$ cat src/rtl/reg_read_stage.sv
// Register-read stage: NUM_REGS x DATA_W register file with write-back bypass,
// feeding a valid/ready operand slot that snoops write-backs while stalled.
module reg_read_stage #(
    parameter int unsigned DATA_W   = 16,
    parameter int unsigned NUM_REGS = 8,
    parameter int unsigned ADDR_W   = $clog2(NUM_REGS),
    parameter int unsigned IMM_W    = 9,
    parameter int unsigned CTRL_W   = 7
) (
    input  logic              clk,
    input  logic              resetn,
    input  logic              flush,
    input  logic              in_valid,
    output logic              in_ready,
    input  logic [CTRL_W-1:0] in_ctrl,
    input  logic [1:0]        in_fmt,
    input  logic [ADDR_W-1:0] in_ra,
    input  logic [ADDR_W-1:0] in_rb,
    input  logic [ADDR_W-1:0] in_rc,
    input  logic [IMM_W-1:0]  in_imm,
    input  logic              wb_en,
    input  logic [ADDR_W-1:0] wb_addr,
    input  logic [DATA_W-1:0] wb_data,
    output logic              out_valid,
    input  logic              out_ready,
    output logic [CTRL_W-1:0] out_ctrl,
    output logic [DATA_W-1:0] out_op_a,
    output logic [DATA_W-1:0] out_op_b,
    output logic [DATA_W-1:0] out_op_c
);

    typedef enum logic [1:0] {
        FMT_NONE = 2'b00,
        FMT_J    = 2'b01,
        FMT_I    = 2'b10,
        FMT_R    = 2'b11
    } fmt_e;

    logic [DATA_W-1:0] rf_q [NUM_REGS];
    logic [DATA_W-1:0] rf_d [NUM_REGS];

    logic              out_valid_q, out_valid_d;
    logic [CTRL_W-1:0] out_ctrl_q,  out_ctrl_d;
    logic [DATA_W-1:0] op_a_q, op_a_d;
    logic [DATA_W-1:0] op_b_q, op_b_d;
    logic [DATA_W-1:0] op_c_q, op_c_d;
    logic [ADDR_W-1:0] src_a_q, src_a_d;
    logic [ADDR_W-1:0] src_b_q, src_b_d;
    logic [ADDR_W-1:0] src_c_q, src_c_d;
    logic              b_reg_q, b_reg_d;
    logic              c_reg_q, c_reg_d;

    logic              accept;
    logic [DATA_W-1:0] rd_a, rd_b, rd_c;

    assign in_ready  = !out_valid_q || out_ready;
    assign accept    = in_valid && in_ready && !flush;

    assign out_valid = out_valid_q;
    assign out_ctrl  = out_ctrl_q;
    assign out_op_a  = op_a_q;
    assign out_op_b  = op_b_q;
    assign out_op_c  = op_c_q;

    // Same-cycle write-back is forwarded so the slot never captures a stale value.
    always_comb begin
        rd_a = (wb_en && wb_addr == in_ra) ? wb_data : rf_q[in_ra];
        rd_b = (wb_en && wb_addr == in_rb) ? wb_data : rf_q[in_rb];
        rd_c = (wb_en && wb_addr == in_rc) ? wb_data : rf_q[in_rc];
    end

    always_comb begin
        rf_d = rf_q;
        if (wb_en) begin
            rf_d[wb_addr] = wb_data;
        end

        out_valid_d = out_valid_q;
        out_ctrl_d  = out_ctrl_q;
        op_a_d      = op_a_q;
        op_b_d      = op_b_q;
        op_c_d      = op_c_q;
        src_a_d     = src_a_q;
        src_b_d     = src_b_q;
        src_c_d     = src_c_q;
        b_reg_d     = b_reg_q;
        c_reg_d     = c_reg_q;

        if (flush) begin
            out_valid_d = 1'b0;
        end else if (accept) begin
            out_valid_d = 1'b1;
            out_ctrl_d  = in_ctrl;
            op_a_d      = rd_a;
            op_b_d      = '0;
            op_c_d      = '0;
            src_a_d     = in_ra;
            src_b_d     = in_rb;
            src_c_d     = in_rc;
            b_reg_d     = 1'b0;
            c_reg_d     = 1'b0;
            case (fmt_e'(in_fmt))
                FMT_R: begin
                    op_b_d  = rd_b;
                    op_c_d  = rd_c;
                    b_reg_d = 1'b1;
                    c_reg_d = 1'b1;
                end
                FMT_I: begin
                    op_b_d  = rd_b;
                    op_c_d  = DATA_W'(in_imm[5:0]);
                    b_reg_d = 1'b1;
                end
                FMT_J: begin
                    op_c_d  = DATA_W'(in_imm);
                end
                default: ;
            endcase
        end else if (out_valid_q && out_ready) begin
            out_valid_d = 1'b0;
        end else if (out_valid_q && wb_en) begin
            // Held slot tracks write-backs to its source registers.
            if (src_a_q == wb_addr) begin
                op_a_d = wb_data;
            end
            if (b_reg_q && src_b_q == wb_addr) begin
                op_b_d = wb_data;
            end
            if (c_reg_q && src_c_q == wb_addr) begin
                op_c_d = wb_data;
            end
        end
    end

    always_ff @(posedge clk or negedge resetn) begin
        if (!resetn) begin
            for (int unsigned i = 0; i < NUM_REGS; i++) begin
                rf_q[ADDR_W'(i)] <= (i == NUM_REGS - 1) ? '0 : DATA_W'(i + 1);
            end
            out_valid_q <= 1'b0;
            out_ctrl_q  <= '0;
            op_a_q      <= '0;
            op_b_q      <= '0;
            op_c_q      <= '0;
            src_a_q     <= '0;
            src_b_q     <= '0;
            src_c_q     <= '0;
            b_reg_q     <= 1'b0;
            c_reg_q     <= 1'b0;
        end else begin
            rf_q        <= rf_d;
            out_valid_q <= out_valid_d;
            out_ctrl_q  <= out_ctrl_d;
            op_a_q      <= op_a_d;
            op_b_q      <= op_b_d;
            op_c_q      <= op_c_d;
            src_a_q     <= src_a_d;
            src_b_q     <= src_b_d;
            src_c_q     <= src_c_d;
            b_reg_q     <= b_reg_d;
            c_reg_q     <= c_reg_d;
        end
    end

endmodule

$ cat config.mk
export PLATFORM = sky130hd
export DESIGN_NAME = reg_read_stage
export DESIGN_NICKNAME = d
export VERILOG_FILES = /design/src/rtl/reg_read_stage.sv
export SDC_FILE = /design/constraint.sdc
export NUM_CORES = 1
export LEC_CHECK = 0
export ABC_CLOCK_PERIOD_IN_PS = 2100
export BUFFER_PORTS_ARGS = -buffer_cell sky130_fd_sc_hd__buf_2
export CORE_ASPECT_RATIO = 0.9
export CORE_UTILIZATION = 60
export CTS_CLUSTER_SIZE = 14
export DETAILED_ROUTE_END_ITERATION = 8
export HOLD_SLACK_MARGIN = 0.15
export PLACE_DENSITY = 0.81
export SLEW_MARGIN = 5
export SYNTH_ARGS = -nofsm -noshare
export SYNTH_HDL_FRONTEND = slang
export SYNTH_SLANG_ARGS = --single-unit
$ cat constraint.sdc
create_clock -name clk -period 2.1 [get_ports clk]
set_input_delay 0.315 -clock clk [delete_from_list [all_inputs] [get_ports clk]]
set_output_delay 0.315 -clock clk [all_outputs]
set_load 0.02 [all_outputs]
==> flow_summary.toml <==
[floorplan]
floorplan.io_pins = 109
row_cnt = 47
core_region_area_sq_mm = 0.0185
starting_density_pct = 61.6
die_height_um = 133
die_x_um = 147
fp.dieArea_sq_mm = 0.0196

[route]
drtPass1Iterations = 5
via_count = 9205
detail_route.vias_per_cell = 6.97
detail-route-antenna-nets = 0
detail_route.wirelength_um = 33500
drcViolationCount = 0
drt_first_iter_violations = 1231
routedWlPerCell_um = 25.4

[cts]
cts_resized = 0
clock-root-buffer = "sky130_fd_sc_hd__clkbuf_16"
clkLatencyLatePin_ns = 0.43
cts_tree = "yes"
cts.reportedPaths.clkPinSlew_ns = 0.07
clock_path_buffers = 2
ctsHtreeMaxLevel = 4
cts_sink_count = 195
cts_made_buffers = 17

[status]
outcome = "finished clean"

[timing]
fin_ws_ns = 0.220
final_total_negative_setup_slack_ns = 0
worstMarginPinSlew_ns = 0.463
final_number_of_hold_violating_endpoints = 0
slew_headroom_pct = 68.5
slew_viol_final = 0
period_share_pct = 89.5
grt_setup_unrepaired = "no"
worst_clock_skew_ns = 0.0123
period_minus_slack_ns = 1.88
timing.fmax_ghz = 0.532
finalSetupViolCount = 0

[layout]
share_of_final_layout_standard_cells_stronger_than_drive_strength_1_pct = 42.3
num-nets-final = 1114
insertedDiodeCount = 0
area_growth_pct = 16.7
stdcell_area_sq_mm = 0.0133
finalNonFillerCells = 1320
final_core_utilization_pct = 71.8

[synthesis]
synthesis.nets = 994
synth_area_sq_mm = 0.0114
yosys.area.top_type = "sky130_fd_sc_hd__dfrtp_1"
synth_top_flop_cell = "sky130_fd_sc_hd__dfrtp_1"
synth.ff_latch_count = 195
synthTopCellsByArea = "sky130_fd_sc_hd__dfrtp_1 40%, sky130_fd_sc_hd__mux2_2 15%, sky130_fd_sc_hd__mux4_2 13%"
synthesis.area_per_instance_sq_um = 12.1
post_synth_inst_count = 942
sequential_area_share_after_synthesis_pct = 42.9
yosysWarnings = 0
synth_cell_type_count = 55
post-synth-top-count-cell = "sky130_fd_sc_hd__dfrtp_1"
synth_top_cell_area_share_pct = 40.2
netlist_top_cells_count = "183 x sky130_fd_sc_hd__dfrtp_1, 147 x sky130_fd_sc_hd__mux2_2, 91 x sky130_fd_sc_hd__nand2_1, 68 x sky130_fd_sc_hd__mux4_2"
ys_async_sr_fraction_pct = 100
synth_enable_flop_cells = 0

[setup_path]
critPathSlowestCell = "sky130_fd_sc_hd__or4_1"
critical_path.reg2reg.startpoint = "out_valid$_DFFE_PN0P_"
critical-path-top-delay-family = "simple AND/OR/NAND/NOR gates"
critPathRequiredTime_ns = 2.38
reg2reg_depth = 7
setup.worst_path.class = "primary input to flop"
rr_endpoint = "out_op_a[14]$_DFFE_PN0P_"
worst_setup_path_start_kind = "primary input"
worst-path-max-fanout = 8
critical_path.cell_chain = "dlygate4sd3_1 > buf_2 > and3_4 > or4_1 > o22ai_1 > a41oi_1"
timing.critical_path.slowest_cell_delay_ns = 0.67
critical_path_buf_inv_count = 2
crit_end = "out_op_c[3]$_DFFE_PN0P_"
worstPathArrival_ns = 2.16
critical_path_startpoint = "in_valid"
critical_path_depth = 6
setup.reg_to_reg.worst_slack_ns = 0.24
worst_setup_path_end_kind = "flop"

[grt]
global_route.usage.total_pct = 35.9
globalRoute.totalOverflow = 0
pin_count_of_the_biggest_net_entering_global_routing = 56
grt_antenna_before_repair = 0
grt_first_pass_wirelength_um = 53100
first_global_vias = 9160

[power]
power_density_mw_per_mm2 = 953
power.leakage_nw = 5.62
max-vdd-ir-drop_mv = 0.602

[placement]
dp_cells = 1278
detailed_place_hpwl_um = 22200
pre_cts_slack_ns = 0.0700
placement.cell_area_sq_mm = 0.0126
gp_congestion = 0.899
port_buffers = 108

[job]
maxCapViolations = 0

[worst_hold_path]
min_path_type = "primary input to flop"
-- kinds of logic after synthesis --
logic type / count (synthesis) / synth area share [%]
flip-flops: 195 / 42.9
AND/OR/NAND/NOR: 180 / 7.57
buffers and inverters: 107 / 4.54
multiplexers: 257 / 31.7
XOR/XNOR: 19 / 1.46
adder cells (fa/ha/maj): 1 / 0.0878
AO/OA/AOI/OAI: 183 / 11.7
-- how the worst min path moves through the flow --
stage          slack (ns)  cells after the start                      end  startpoint
5_1_grt              0.18                      3  out_op_c[8]$_DFFE_PN0P_   in_imm[8]
3_5_place_dp         0.31                      1    rf_q[113]$_DFFE_PN0P_      resetn
6_report             0.18                      3  out_op_c[8]$_DFFE_PN0P_   in_imm[8]
3_3_place_gp         0.31                      1  out_op_a[1]$_DFFE_PN0P_      resetn
4_1_cts              0.17                      2    out_valid$_DFFE_PN0P_       flush
2_1_floorplan        0.02                      0      b_reg_q$_DFFE_PN0P_      resetn
-- per-layer routing --
layer	track usage [%]	share of wire [%]
met1	50.7	39
met2	53.7	45
met3	9.86	13
met4	12.9	3.1
met5	0	0
-- metrics by stage --
step	hold WS, ns	total power (W)
2_1_floorplan	0.0194	0.00789
6_report	0.184	0.0127
3_3_place_gp	0.314	0.00911
3_5_place_dp	0.308	0.00927
5_1_grt	0.179	0.0132
4_1_cts	0.174	0.0126
-- power by group --
part           switching, W  internal, W  total, W
logic               0.00185      0.00196   0.00381
registers          0.000873      0.00470   0.00557
clock network       0.00152      0.00178   0.00330
-- repair_timing --
item                                   in CTS  in global routing
endpoints found under the hold margin      55                  0
hold buffers                               10                  0
buffers inserted                            0                  0
-- cell type report --
cell class	count	area, sq um
clock buffer	19	433
clock inverter	13	149
fill	1190	5220
inverter	13	48.8
multi-input combinational	640	6000
sequential	195	4890
tap	245	307
timing repair buffer	195	1480
-- tightest hold or removal path, delay by kind of cell --
kind	cells	cell delay, ns
AOI/OAI and AO/OA	1	0.11
and+or+nand+nor	1	0.05
buffers and inverters	1	0.10
-- layout by cell type, fill, tap and decap left out, types with 3 or more instances in the layout --
master                          synthesis  final
sky130_fd_sc_hd__xnor2_1               15     15
sky130_fd_sc_hd__a211oi_1              33     33
sky130_fd_sc_hd__nand3_1                7      7
sky130_fd_sc_hd__dfrtp_1              183    183
sky130_fd_sc_hd__and2_1                 5      5
sky130_fd_sc_hd__o21ai_0               30     30
sky130_fd_sc_hd__buf_2                 32    107
sky130_fd_sc_hd__o22ai_1               25     25
sky130_fd_sc_hd__dlygate4sd3_1          0     10
sky130_fd_sc_hd__clkbuf_16              0     17
sky130_fd_sc_hd__o311ai_0               6      6
sky130_fd_sc_hd__inv_6                  0      4
sky130_fd_sc_hd__nand4b_1               3      3
sky130_fd_sc_hd__o311ai_1              11     11
sky130_fd_sc_hd__nor2_1                26     26
sky130_fd_sc_hd__a41oi_1                5      5
sky130_fd_sc_hd__mux4_2                68     68
sky130_fd_sc_hd__mux2_2               147    147
sky130_fd_sc_hd__buf_4                 14     57
sky130_fd_sc_hd__mux2i_1               41     41
sky130_fd_sc_hd__o2bb2ai_1             16     16
sky130_fd_sc_hd__a21oi_1                3      3
sky130_fd_sc_hd__dfstp_2               12     12
sky130_fd_sc_hd__xor2_1                 4      4
sky130_fd_sc_hd__inv_1                 12     12
sky130_fd_sc_hd__o211ai_1              10     10
sky130_fd_sc_hd__nand2b_1               8      8
sky130_fd_sc_hd__buf_12                 0     20
sky130_fd_sc_hd__o21a_1                19     19
sky130_fd_sc_hd__a22oi_1                3      3
sky130_fd_sc_hd__nor2b_1               20     20
sky130_fd_sc_hd__nand4_1                8      8
sky130_fd_sc_hd__nand2_1               91     91
sky130_fd_sc_hd__o2111ai_1              8      8
sky130_fd_sc_hd__a31oi_1                7      7
-- state kept, by name, summed over array words and instances, names as in the netlist --
name and count:
out_op_a 16, rf_q 128, src_c_q 3, src_a_q 3, c_reg_q 1, src_b_q 3, out_op_c 16, out_ctrl 7
b_reg_q 1, out_op_b 16, out_valid 1
Power figures use the tool's default switching activity.
